### src/rtl/sa_pkg.sv
// Shared definitions for the systolic-array job sequencer.
// Contents: default parameter constants, the sequencer FSM state type and a
// width helper that never returns zero (safe for 1-entry counters).
package sa_pkg;

  localparam int unsigned SA_MATRIX_SIZE  = 2;
  localparam int unsigned SA_DATA_SIZE    = 32;
  localparam int unsigned SA_MULT_LATENCY = 4;
  localparam int unsigned SA_VEC_W        = 8;

  typedef enum logic [1:0] {
    ST_IDLE   = 2'd0,
    ST_LOAD   = 2'd1,
    ST_STREAM = 2'd2,
    ST_DONE   = 2'd3
  } sa_state_e;

  function automatic int unsigned sa_clog2w(input int unsigned v);
    return (v <= 1) ? 1 : $clog2(v);
  endfunction

endpackage

### src/rtl/sa_step_timer.sv
// Step/beat timer for the STREAM phase of the job sequencer.
// Registers describe the current cycle (step, beat, stalled-or-not); the
// outputs describe the cycle that follows, so the parent can register them.
// Ports:
//   clk, rst_n        clock, async active-low reset
//   en_i              advance enable (0 freezes the counters)
//   start_stream_i    next cycle is the first candidate beat of step 0
//   active_i          current cycle belongs to STREAM
//   stall_ok_i        an activation vector is present (fill steps may proceed)
//   num_vecs_i        vectors in the job (steps below this need a vector)
//   s_total_i         total steps S
//   step_o            step index of the next cycle
//   step_first_o      next cycle is the first (non-stalled) beat of step_o
//   run_o             next cycle is a running beat (0 = stall cycle)
//   last_beat_o       current cycle is the final beat of step S-1
module sa_step_timer
  import sa_pkg::*;
#(
  parameter int unsigned MULT_LATENCY = SA_MULT_LATENCY,
  parameter int unsigned VEC_W        = SA_VEC_W,
  parameter int unsigned STEP_W       = 9
) (
  input  logic              clk,
  input  logic              rst_n,
  input  logic              en_i,
  input  logic              start_stream_i,
  input  logic              active_i,
  input  logic              stall_ok_i,
  input  logic [VEC_W-1:0]  num_vecs_i,
  input  logic [STEP_W-1:0] s_total_i,
  output logic [STEP_W-1:0] step_o,
  output logic              step_first_o,
  output logic              run_o,
  output logic              last_beat_o
);

  localparam int unsigned BEAT_W = sa_clog2w(MULT_LATENCY);
  localparam logic [BEAT_W-1:0] LAST_BEAT = BEAT_W'(MULT_LATENCY - 1);

  logic [STEP_W-1:0] step_q, step_d;
  logic [BEAT_W-1:0] beat_q, beat_d;
  logic              stall_q, stall_d;
  logic              cand_first, need_act, go;

  always_comb begin
    step_d     = step_q;
    cand_first = 1'b0;
    if (start_stream_i) begin
      step_d     = '0;
      cand_first = 1'b1;
    end else if (stall_q) begin
      cand_first = 1'b1;
    end else if (beat_q == LAST_BEAT) begin
      step_d     = step_q + STEP_W'(1);
      cand_first = 1'b1;
    end
    // Fill steps consume a vector on their first beat; drain steps never wait.
    need_act = cand_first && (step_d < STEP_W'(num_vecs_i));
    go       = !need_act || stall_ok_i;
    stall_d  = cand_first && !go;
    beat_d   = cand_first ? '0 : beat_q + BEAT_W'(1);

    step_o       = step_d;
    step_first_o = cand_first && go;
    run_o        = go;
    last_beat_o  = active_i && !stall_q && (beat_q == LAST_BEAT) &&
                   (step_q == s_total_i - STEP_W'(1));
  end

  always_ff @(posedge clk or negedge rst_n) begin
    if (!rst_n) begin
      step_q  <= '0;
      beat_q  <= '0;
      stall_q <= 1'b0;
    end else if (en_i && (start_stream_i || active_i)) begin
      step_q  <= step_d;
      beat_q  <= beat_d;
      stall_q <= stall_d;
    end
  end

endmodule

### src/rtl/sa_job_sequencer.sv
// Job sequencer for an N x N systolic array: loads N weight rows, then
// streams num_vecs activation vectors through a diagonal wavefront of
// S = num_vecs+N-1 steps, each MULT_LATENCY cycles, stalling fill steps
// until an activation vector is available. All outputs are registered.
// Ports:
//   clk             rising-edge clock
//   reset           async active-low reset
//   general_enable  0 freezes state and holds outputs (act_pop/done cleared)
//   start           job request, sampled in IDLE only
//   num_vecs        vectors in the job, captured with start
//   act_avail       activation buffer holds a vector
//   act_pop         one-cycle pop of an activation vector
//   load_weight     one-hot weight-row load select
//   enable_mult     per-row PE enable (wavefront)
//   busy            job in progress (LOAD/STREAM)
//   done            one-cycle job-complete pulse
module sa_job_sequencer
  import sa_pkg::*;
#(
  parameter int unsigned MATRIX_SIZE  = SA_MATRIX_SIZE,
  parameter int unsigned DATA_SIZE    = SA_DATA_SIZE,
  parameter int unsigned MULT_LATENCY = SA_MULT_LATENCY,
  parameter int unsigned VEC_W        = SA_VEC_W
) (
  input  logic                   clk,
  input  logic                   reset,
  input  logic                   general_enable,
  input  logic                   start,
  input  logic [VEC_W-1:0]       num_vecs,
  input  logic                   act_avail,
  output logic                   act_pop,
  output logic [MATRIX_SIZE-1:0] load_weight,
  output logic [MATRIX_SIZE-1:0] enable_mult,
  output logic                   busy,
  output logic                   done
);

  // DATA_SIZE is carried for interface compatibility only; it has no effect.
  localparam int unsigned STEP_W = sa_clog2w((1 << VEC_W) + MATRIX_SIZE) + (DATA_SIZE * 0);
  localparam int unsigned ROW_W  = sa_clog2w(MATRIX_SIZE);
  localparam logic [ROW_W-1:0] LAST_ROW = ROW_W'(MATRIX_SIZE - 1);

  sa_state_e state_q, state_d;
  logic [ROW_W-1:0]       row_q, row_d;
  logic [VEC_W-1:0]       nv_q, nv_d;
  logic                   act_pop_q, act_pop_d;
  logic [MATRIX_SIZE-1:0] load_weight_q, load_weight_d;
  logic [MATRIX_SIZE-1:0] enable_mult_q, enable_mult_d;
  logic                   busy_q, busy_d;
  logic                   done_q, done_d;

  logic                   start_stream;
  logic [STEP_W-1:0]      s_total, tm_step;
  logic                   tm_first, tm_run, tm_last;

  assign s_total = STEP_W'(nv_q) + STEP_W'(MATRIX_SIZE - 1);

  sa_step_timer #(
    .MULT_LATENCY (MULT_LATENCY),
    .VEC_W        (VEC_W),
    .STEP_W       (STEP_W)
  ) u_timer (
    .clk            (clk),
    .rst_n          (reset),
    .en_i           (general_enable),
    .start_stream_i (start_stream),
    .active_i       (state_q == ST_STREAM),
    .stall_ok_i     (act_avail),
    .num_vecs_i     (nv_q),
    .s_total_i      (s_total),
    .step_o         (tm_step),
    .step_first_o   (tm_first),
    .run_o          (tm_run),
    .last_beat_o    (tm_last)
  );

  // Row k is active for steps k .. k+num_vecs-1.
  function automatic logic [MATRIX_SIZE-1:0] wave_mask(input logic [STEP_W-1:0] s,
                                                        input logic [STEP_W-1:0] nv);
    logic [MATRIX_SIZE-1:0] m;
    m = '0;
    for (int unsigned k = 0; k < MATRIX_SIZE; k++) begin
      if ((s >= STEP_W'(k)) && ((s - STEP_W'(k)) < nv)) m[k] = 1'b1;
    end
    return m;
  endfunction

  always_comb begin
    state_d       = state_q;
    row_d         = row_q;
    nv_d          = nv_q;
    start_stream  = 1'b0;
    act_pop_d     = 1'b0;
    load_weight_d = '0;
    enable_mult_d = '0;
    busy_d        = 1'b0;
    done_d        = 1'b0;
    unique case (state_q)
      ST_IDLE: begin
        if (start) begin
          if (num_vecs != '0) begin
            state_d       = ST_LOAD;
            nv_d          = num_vecs;
            row_d         = '0;
            load_weight_d = MATRIX_SIZE'(1);
            busy_d        = 1'b1;
          end else begin
            state_d = ST_DONE;
            done_d  = 1'b1;
          end
        end
      end
      ST_LOAD: begin
        busy_d = 1'b1;
        if (row_q == LAST_ROW) begin
          state_d       = ST_STREAM;
          start_stream  = 1'b1;
          enable_mult_d = tm_run ? wave_mask(tm_step, STEP_W'(nv_q)) : '0;
          act_pop_d     = tm_first && (tm_step < STEP_W'(nv_q));
        end else begin
          row_d         = row_q + ROW_W'(1);
          load_weight_d = MATRIX_SIZE'(1) << row_d;
        end
      end
      ST_STREAM: begin
        if (tm_last) begin
          state_d = ST_DONE;
          done_d  = 1'b1;
        end else begin
          busy_d        = 1'b1;
          enable_mult_d = tm_run ? wave_mask(tm_step, STEP_W'(nv_q)) : '0;
          act_pop_d     = tm_first && (tm_step < STEP_W'(nv_q));
        end
      end
      ST_DONE: begin
        state_d = ST_IDLE;
      end
      default: state_d = ST_IDLE;
    endcase
  end

  // While frozen, pulses are cleared so neither pop nor done repeats.
  always_ff @(posedge clk or negedge reset) begin
    if (!reset) begin
      state_q       <= ST_IDLE;
      row_q         <= '0;
      nv_q          <= '0;
      act_pop_q     <= 1'b0;
      load_weight_q <= '0;
      enable_mult_q <= '0;
      busy_q        <= 1'b0;
      done_q        <= 1'b0;
    end else if (general_enable) begin
      state_q       <= state_d;
      row_q         <= row_d;
      nv_q          <= nv_d;
      act_pop_q     <= act_pop_d;
      load_weight_q <= load_weight_d;
      enable_mult_q <= enable_mult_d;
      busy_q        <= busy_d;
      done_q        <= done_d;
    end else begin
      act_pop_q <= 1'b0;
      done_q    <= 1'b0;
    end
  end

  assign act_pop     = act_pop_q;
  assign load_weight = load_weight_q;
  assign enable_mult = enable_mult_q;
  assign busy        = busy_q;
  assign done        = done_q;

endmodule
### config.mk
export PLATFORM = sky130hd
export DESIGN_NAME = sa_job_sequencer
export DESIGN_NICKNAME = d
export VERILOG_FILES = /design/src/rtl/sa_pkg.sv /design/src/rtl/sa_step_timer.sv /design/src/rtl/sa_job_sequencer.sv
export SDC_FILE = /design/constraint.sdc
export NUM_CORES = 1
export LEC_CHECK = 0
export CAP_MARGIN = 20
export CORE_ASPECT_RATIO = 1.5
export CORE_MARGIN = 2
export CORE_UTILIZATION = 40
export DETAILED_ROUTE_END_ITERATION = 12
export GPL_TIMING_DRIVEN = 0
export PLACE_DENSITY = 0.65
export SLEW_MARGIN = 0
export SYNTH_ARGS = -nofsm -noshare
export SYNTH_HDL_FRONTEND = slang
export SYNTH_HIERARCHICAL = 1
export SYNTH_SLANG_ARGS = --single-unit
### constraint.sdc
create_clock -name clk -period 5.7 [get_ports clk]
set_clock_uncertainty 0.2 [all_clocks]
set_input_delay 1.14 -clock clk [delete_from_list [all_inputs] [get_ports clk]]
set_output_delay 1.14 -clock clk [all_outputs]
set_load 0.02 [all_outputs]
# [Yosys cells after proc, flatten, opt, wreduce, memory -nomap -nowiden]
# Cells that the tools add are included.
[classes] add_sub_neg=6 magnitude_cmp=4 eq_ne=9 n_shift=1 n_mux=41 n_reduce_logical=21
[ops] op="$mux 9" count=3
[ops] op="$mux 1" count=22
[ops] op="$ge 9x1->1 const B" count=2
[ops] op="$lt 9x8->1" count=2
[ops] op="$mux 2" count=9
[ops] op="$sub 9x1->9 const B" count=2
[ops] op="$reduce_and 4->1" count=3
[ops] op="$logic_and 1x1->1" count=10
[ops] op="$add 8x1->9 const B" count=1
[ops] op="$add 9x1->9 const B" count=1
[ops] op="$eq 9x9->1" count=1
[ops] op="$ne 2x2->1 const B" count=4
[ops] op="$pmux 2 s2" count=2
[ops] op="$pmux 2 s4" count=1
[ops] op="$reduce_bool 8->1" count=1
[ops] op="$eq 2x2->1 const B" count=3
[ops] op="$pmux 1 s2" count=3
[ops] op="$logic_not 1->1" count=3
[ops] op="$pmux 1 s3" count=1
[ops] op="$add 2x1->2 const B" count=1
[ops] op="$eq 2x1->1 const B" count=1
[ops] op="$logic_not 2->1" count=1
[ops] op="$logic_or 1x1->1" count=2
[ops] op="$reduce_bool 2->1" count=1
[ops] op="2 further kinds" count=2
[word_totals] regBits=30 inputBits=13 output_inout_bits=7 elab_cells=93

# [Longest topological paths before layout]
# Gate-level depths: netlist of the first run.
[depth] depth_word=13 depth_mapped=16 ltp_nobuf=13

# [Hierarchy]
# Netlist of the first run, hierarchy kept.
[modules_own_cells] mod="sa_job_sequencer" n_inst=1 cells_per_inst=154 area_per_inst_um2=1472.7 seq_area_each_um2=450.4
[modules_own_cells] mod="sa_step_timer" n_inst=1 cells_per_inst=171 area_per_inst_um2=1342.5 seq_area_each_um2=300.3

# [Worst setup path before layout of the first run]
# Ideal clock, no wire load.
[synth_path] path_type="register to register" from="register state_q[1]" to="register enable_mult_q[1], in the netlist enable_mult[1]" setup_ns=0.066 t_arrival_ns=3.351 t_required_ns=5.434 slack_ns=2.083 stages_incl_launch_ff=16 n_path_buf=3 synth_period_minus_slack_ns=3.617 path_cell_list="dfrtp_1 -> inv_1 -> ha_1 -> nand2_1 -> inv_1 -> clkbuf_1 -> clkbuf_1 -> buf_1 -> nor2_1 -> nor4_1 -> nand2_1 -> xnor2_1 -> ha_1 -> and3_1 -> a221oi_1 -> a41o_1"
[synth_between] elab_chain_len=10 elab_cells_between_ends=21 classes_between="1 x add/sub; 3 x order compare; 2 x eq/ne; 8 x mux; 7 x reduce/logical"
[synth_rtl] element="from (decl)" line="sa_job_sequencer.sv:43" source="sa_state_e state_q, state_d;"
[synth_rtl] element="from (signal assigned)" line="sa_job_sequencer.sv:154" source="state_q <= state_d;"
[synth_rtl] element="$eq 2x1->1 (*)" line="sa_job_sequencer.sv:98" source="unique case (state_q)"
[synth_rtl] element="$mux 1 (*)" line="sa_job_sequencer.sv:98"
[synth_rtl] element="via start_stream" line="sa_job_sequencer.sv:52" source="logic start_stream;"
[synth_rtl] element="$mux 9 (*)" line="sa_step_timer.sv:48" source="if (start_stream_i) begin"
[synth_rtl] element="via tm_step[2]" line="sa_job_sequencer.sv:53" source="logic [STEP_W-1:0] s_total, tm_step;"
[synth_rtl] element="$sub 9x1->9 or $lt 9x8->1 (tied branches)" line="sa_job_sequencer.sv:83, sa_step_timer.sv:58"
[synth_rtl] element="$lt 9x8->1 or $logic_and 1x1->1 (tied branches)" line="sa_job_sequencer.sv:83, sa_step_timer.sv:58"
[synth_rtl] element="$logic_and 1x1->1 or $logic_not 1->1 (tied branches)" line="sa_job_sequencer.sv:83, sa_step_timer.sv:59"
[synth_rtl] element="$mux 1 or $logic_or 1x1->1 (tied branches)" line="sa_job_sequencer.sv:83, sa_step_timer.sv:59"
[synth_rtl] element="$mux 2 (*)" line="sa_job_sequencer.sv:131" source="enable_mult_d = tm_run ? wave_mask(tm_step, STEP_W'(nv_q)) : '0;"
[synth_rtl] element="$mux 2, on equally long branches" line="sa_job_sequencer.sv:126, sa_job_sequencer.sv:115"
[synth_rtl] element="$pmux 2 s2 (*)" line="sa_job_sequencer.sv:98"
[synth_rtl] element="to (signal assigned)" line="sa_job_sequencer.sv:159" source="enable_mult_q <= enable_mult_d;"
[synth_rtl] element="to (decl)" line="sa_job_sequencer.sv:48" source="logic [MATRIX_SIZE-1:0] enable_mult_q, enable_mult_d;"
# Mark *: on every way through the listed nets, which the timed path passes. The rest lies on a longest branch.
# A chain may end at the register's enable or synchronous reset.

# [Final worst setup path of the first run]
# Same ends and word-level chain as after synthesis.

==> run summary, run 1 <==
status -> finished clean
port buffer count -> 19
grt ovf -> 0
P&R area growth vs syn -> 14.6%
crit start category -> register
final setup violation count -> 0
Starting Density -> 41.1%
layout cells sized above 1 -> 9.92%
Slew Viols, Final -> 0
CTS tree -> yes
CTS root buffer -> clkbuf_8
Antenna Cells -> 0
hold_sp -> load_weight[1]
Worst IR Drop VDD -> 0.000244 V
CTS resizes -> 0
Synth Warn # -> 6
Post-synth EDFFs -> 0
Post-Syn Area -> 2820 µm²
Final Hold Fails -> 0
Max Fclk -> 226 MHz
clk slew on worst S/H paths -> 0.07 ns
Pint -> 0.742 mW
CTS buffer count -> 5
RSZ-0062 raised after global routing -> false
Pwr Density -> 434 nW/µm²
total core area -> 6850 µm²
area of the multi-input gates -> 1890 µm²
switching share of power -> 47.0%
CTS Hold Bufs -> 0
Post-CTS Setup Bufs -> 0
CTS sink count -> 30
FF-to-FF setup slack -> 1.27 ns
Die ar. -> 7740 µm²
first-pass GRT wire length -> 11.6 mm
post-route clock period utilization -> 77.7%
clk_lat worst skew -> 0.29 ns
sequential share of the synthesized area -> 26.7%
Worst Path Max Fanout -> 10
global-route usage over all layers -> 19.5%
Worst EP required -> 5.72 ns
largest net degree at the start of global routing -> 17
syn_nets -> 369
Reg2Reg Depth -> 15
Vias/cell -> 5.74
fillers -> 696
cell count after synthesis -> 325
Initial DRC Count -> 65
vias in the first global route -> 2493
final RePlAce weighted congestion -> 0.896
Die Y-Extent -> 107 µm
Chip Width -> 72.5 µm
hold depth -> 2
WL final -> 6.92 mm
I/O Pins -> 20
Clk pwr share -> 12.7%
DR DRC count -> 0
router iterations before antenna repair -> 4
Clock Path Buffers -> 2
register share of total power -> 25.5%
kind of critical path -> register to register
Setup crit end kind -> register
post-synthesis cell type count -> 57
Reg area -> 751 µm²
synthesis-stage register bit count -> 30
Final TNS setup -> 0 ns
Synth Flop Type -> dfrtp_1
fin crit period -> 4.43 ns
Final #Nets -> 396
drt wl/cell -> 16.0 µm
crit path DAT -> 4.45 ns
htree depth -> 2
Gate power share -> 61.7%
Avg Inst Size Synth -> 8.66 µm²
Critical path origin -> state_q[1]
Routed Antenna Nets -> 0
Lkg Pwr -> 1.44 nW
vias -> 2472
initial antenna violation count -> 0
commonest cells after routing, fill and taps aside -> inv_1, ha_1, dfrtp_1
R2R Path Start -> state_q[1]
total power draw -> 1.40 mW
Sw Pwr -> 0.657 mW
post-synthesis async set-or-reset flop share -> 100%
worst min path class -> register to register
worst rel slew slack -> 49.0%
Site Rows -> 37
Worst-Margin Slew -> 0.757 ns
DP HPWL -> 5.60 mm
max_cap viols -> 0
-- registers in the layout (all words and copies together) (netlist names), 2 cells and up --
| register | flops |
|---|---|
| u_timer/step_q | 9 |
| u_timer/beat_q | 2 |
| load_weight | 2 |
| state_q | 2 |
| enable_mult | 2 |
| nv_q | 8 |
-- power groups by stage --
stage | logic (mW) | clock network [mW] | registers (mW)
global placement | 0.833 | 0 | 0.357
floorplan | 0.653 | 0 | 0.346
CTS | 0.863 | 0.184 | 0.357
detailed placement | 0.856 | 0 | 0.361
finish | 0.863 | 0.178 | 0.357
global route | 0.969 | 0.192 | 0.367
-- cells in the mapped netlist, types with 2 or more instances --
cell type	instances	share of area (%)
o31ai_1	9	2.4
nand3_1	8	1.4
ha_1	31	14
and4_1	2	0.62
nand2b_1	6	1.3
nor4_1	4	0.89
o21ai_1	11	2.0
mux2_4	8	4.3
buf_2	4	0.71
clkbuf_1	5	0.67
xnor2_1	19	5.9
xor2_1	11	3.4
a21oi_1	8	1.4
nand4_1	6	1.3
inv_1	31	4.1
mux2i_1	2	0.71
nor3_1	14	2.5
a21o_1	3	0.80
or4_4	3	1.2
nor2b_1	3	0.67
a21boi_0	2	0.53
a31oi_1	3	0.67
nand2_1	28	3.7
o21ai_0	11	2.0
o2111ai_1	2	0.62
nor2_1	25	3.3
o211ai_1	3	0.80
a32oi_1	2	0.62
and3_1	2	0.44
o21ai_2	2	0.62
dfrtp_1	30	27
or4b_1	2	0.71
-- worst paths after layout --
kind                             endpoint
setup / recovery           enable_mult[1]
hold / removal             load_weight[1]
setup reg to reg           enable_mult[1]
hold reg to reg            load_weight[1]
max in group asynchronous         nv_q[2]
min in group asynchronous      state_q[1]
-- area by class of cell --
type / instances / share of cell area, %
clock inverter: 2 / 0.388
timing repair buffer: 20 / 6.75
sequential: 30 / 23.3
inverter: 31 / 3.61
multi-input combinational: 253 / 58.5
clock buffer: 6 / 2.56
tap: 78 / 3.03
buffer: 11 / 1.94
-- stage by stage --
stage,area [µm²],utilization [%],worst slack [ns],hold WS (ns),cells
finish,3230,47.1,1.27,0.290,431
global route,3230,47.1,0.861,0.330,431
CTS,3230,47.1,1.31,0.294,431
detailed placement,3130,45.7,1.37,0.277,423
global placement,3100,45.3,1.41,0.274,422
floorplan,2820,-,2.08,0.260,325
-- critical path, stage by stage, from the launching register on --
cell	delay (ns)
dfrtp_1	0.41
inv_1	0.10
ha_1	0.24
nand2_1	0.09
inv_1	0.06
clkbuf_1	0.26
clkbuf_1	0.40
buf_1	0.40
nor2_1	0.26
nor4_1	0.57
nand2_1	0.13
xnor2_1	0.23
ha_1	0.28
and3_1	0.20
a221oi_1	0.30
a41o_1	0.22
-- cells by family (layout without fill, tap and decap cells) --
kind of cell / count (synthesis) / in the layout / synth area share [%]
xor+xnor: 31 / 31 / 10.3
mux: 10 / 10 / 4.98
compound gates: 67 / 67 / 16.0
fa+ha+maj: 31 / 31 / 13.8
simple gates: 114 / 114 / 22.0
buf+inv: 42 / 70 / 6.36
flops: 30 / 30 / 26.7
-- layer usage --
metal | vias to the layer above | track usage, % | share of wire (%)
met1 | 1156 | 20.3 | 39
met5 | - | 0 | 0
met4 | 0 | 11.5 | 4.7
li1 | 1218 | - | -
met2 | 72 | 36.1 | 53
met3 | 26 | 2.73 | 3.3
No activity file was read; power rests on OpenSTA's default activity.
==> run 2, diff against run 1 <==
Settings changed: PLACE_DENSITY 0.65 to 0.67.
Clock period 5.7 ns to 3.7 ns, I/O delays scaled along.
==> run 2 against run 1 <==
Against the previous run:
- first-iteration DRC count shrank 1.5%
- global-route usage shrank 0.66 points
- clock-buffer cell count is the same
- routed wire length shrank 0.93%
- largest cell class unchanged
- via count shrank 2.0%
- critical endpoint unchanged
- critical path depth shrank 2
- sequential power grew 53%
==> run summary, run 2 (same netlist as run 1, synthesis figures left out) <==
status -> finished clean
fin util -> 49.5%
Clock Path Buffers -> 2
Antenna Cells -> 0
P&R area growth vs syn -> 20.4%
I/O Pins -> 20
clk_lat worst skew -> 0.28 ns
Max Fclk -> 281 MHz
Placed Instances -> 423
global-route usage over all layers -> 18.9%
Max stage delay on crit path -> 0.50 ns
Critical Path Slowest Stage Cell -> or4_4
Top reg by flops -> u_timer/step_q
Pint -> 1.29 mW
Worst EP required -> 3.67 ns
Final TNS setup -> 0 ns
Gate power share -> 62.3%
max_cap viols -> 0
Initial DRC Count -> 64
Starting Density -> 41.1%
vias in the first global route -> 2426
DR DRC count -> 0
Sw Pwr -> 1.05 mW
port buffer count -> 19
hold depth -> 2
total core area -> 6850 µm²
Final WS setup -> 0.143 ns
commonest cells after routing, fill and taps aside -> ha_1, inv_1, nand2_1
Pwr Density -> 689 nW/µm²
biggest regs -> u_timer/step_q (9), nv_q (8)
kind of critical path -> register to register
max reg flops -> 9
pre-CTS setup slack -> -0.657 ns
register share of total power -> 23.3%
final setup violation count -> 0
first-pass GRT wire length -> 11.4 mm
drt wl/cell -> 15.6 µm
clk slew on worst S/H paths -> 0.07 ns
CTS tree -> yes
RSZ-0062 raised after global routing -> true
WP buf/inv -> 1
crit-path cells -> clkinvlp_4 > nor4_4 > nand2_1 > xnor2_1 > or4_4 > o21ai_2 > xor2_1 > a32oi_1 > nor4_2 > nand2b_4 > nand2_1 > and4_1 > a41o_1
Die Y-Extent -> 107 µm
crit path DAT -> 3.52 ns
worst min path class -> register to register
Vias/cell -> 5.53
Worst IR Drop VDD -> 0.000379 V
Routed Antenna Nets -> 0
router iterations before antenna repair -> 4
CP most frequent cell -> nand2_1
Crit. path cell count -> 13
CTS root buffer -> clkbuf_8
fin crit period -> 3.56 ns
Final #Nets -> 404
vias -> 2423
CTS sink count -> 30
initial antenna violation count -> 0
Lkg Pwr -> 1.50 nW
Reg2Reg Depth -> 13
Die ar. -> 7740 µm²
worst hold slack -> 0.291 ns
CTS buffer count -> 5
Worst Path Max Fanout -> 6
Chip Width -> 72.5 µm
switching share of power -> 44.7%
largest net degree at the start of global routing -> 20
worst rel slew slack -> 47.0%
Setup crit end kind -> register
grt ovf -> 0
crit start category -> register
post-route clock period utilization -> 96.1%
layout cells sized above 1 -> 16.9%
most common cell after layout, fill and taps aside -> ha_1
Worst-Margin Slew -> 0.792 ns
htree depth -> 2
final RePlAce weighted congestion -> 0.840
Final Hold Fails -> 0
Top Family by Delay on Critical Path -> simple AND/OR/NAND/NOR gates
Clk pwr share -> 14.4%
DP HPWL -> 5.47 mm
Non-Filler Instances -> 438
Slew Viols, Final -> 0
WL final -> 6.85 mm
Site Rows -> 37
[run 2: routing by layer]
metal | GRT usage [%] | wire length [µm] | up-vias
li1 | - | - | 1230
met1 | 20.9 | 2660 | 1135
met2 | 35.3 | 3850 | 46
met3 | 2.63 | 166 | 12
met4 | 7.28 | 167 | 0
met5 | 0 | 0 | -
[run 2: per-stage QoR]
step / power, mW / cell area, µm²
after global placement: 1.82 / 3100
after CTS: 2.22 / 3260
after floorplan: 1.54 / 2820
final: 2.34 / 3390
after detailed placement: 1.87 / 3130
after global routing: 2.54 / 3390
[run 2: worst register-to-register path, cell delays in order, from the launching register on]
cell	delay [ns]
dfrtp_2	0.46
clkinvlp_4	0.18
nor4_4	0.19
nand2_1	0.10
xnor2_1	0.20
or4_4	0.50
o21ai_2	0.13
xor2_1	0.15
a32oi_1	0.13
nor4_2	0.43
nand2b_4	0.22
nand2_1	0.08
and4_1	0.23
a41o_1	0.23
[run 2: final timing paths]
path	startpoint	end	slack [ns]
worst min-delay path	load_weight[1]	load_weight[1]	0.29
worst max-delay path	nv_q[0]	enable_mult[1]	0.14
max in group asynchronous	reset	nv_q[2]	2.01
min in group asynchronous	reset	u_timer/step_q[1]	0.71
worst min register to register	load_weight[1]	load_weight[1]	0.29
worst max register to register	nv_q[0]	enable_mult[1]	0.14
[run 2: power by group through the flow]
| stage | logic, mW | registers [mW] | clock network [mW] |
|---|---|---|---|
| 2_1_floorplan | 1.01 | 0.534 | 0 |
| 6_report | 1.46 | 0.545 | 0.336 |
| 3_3_place_gp | 1.28 | 0.548 | 0 |
| 4_1_cts | 1.33 | 0.547 | 0.347 |
| 3_5_place_dp | 1.32 | 0.553 | 0 |
| 5_1_grt | 1.63 | 0.558 | 0.356 |
[run 2: cell type report]
class | instances | area, µm²
repair buffers | 30 | 293
clock inverters | 1 | 30.0
well taps | 78 | 97.6
clock buffers | 6 | 82.6
plain buffers | 9 | 62.6
multi-input cells | 253 | 1950
flip-flops and latches | 30 | 756
inverters | 31 | 120
fillers | 646 | 3460
[run 2: repair_timing]
action / in CTS / in global routing
gates resized for setup: 4 / 19
pin swaps: 1 / 1
endpoints found under the setup margin: 5 / 4
hold buffers: 0 / 0
buffers inserted: 0 / 10
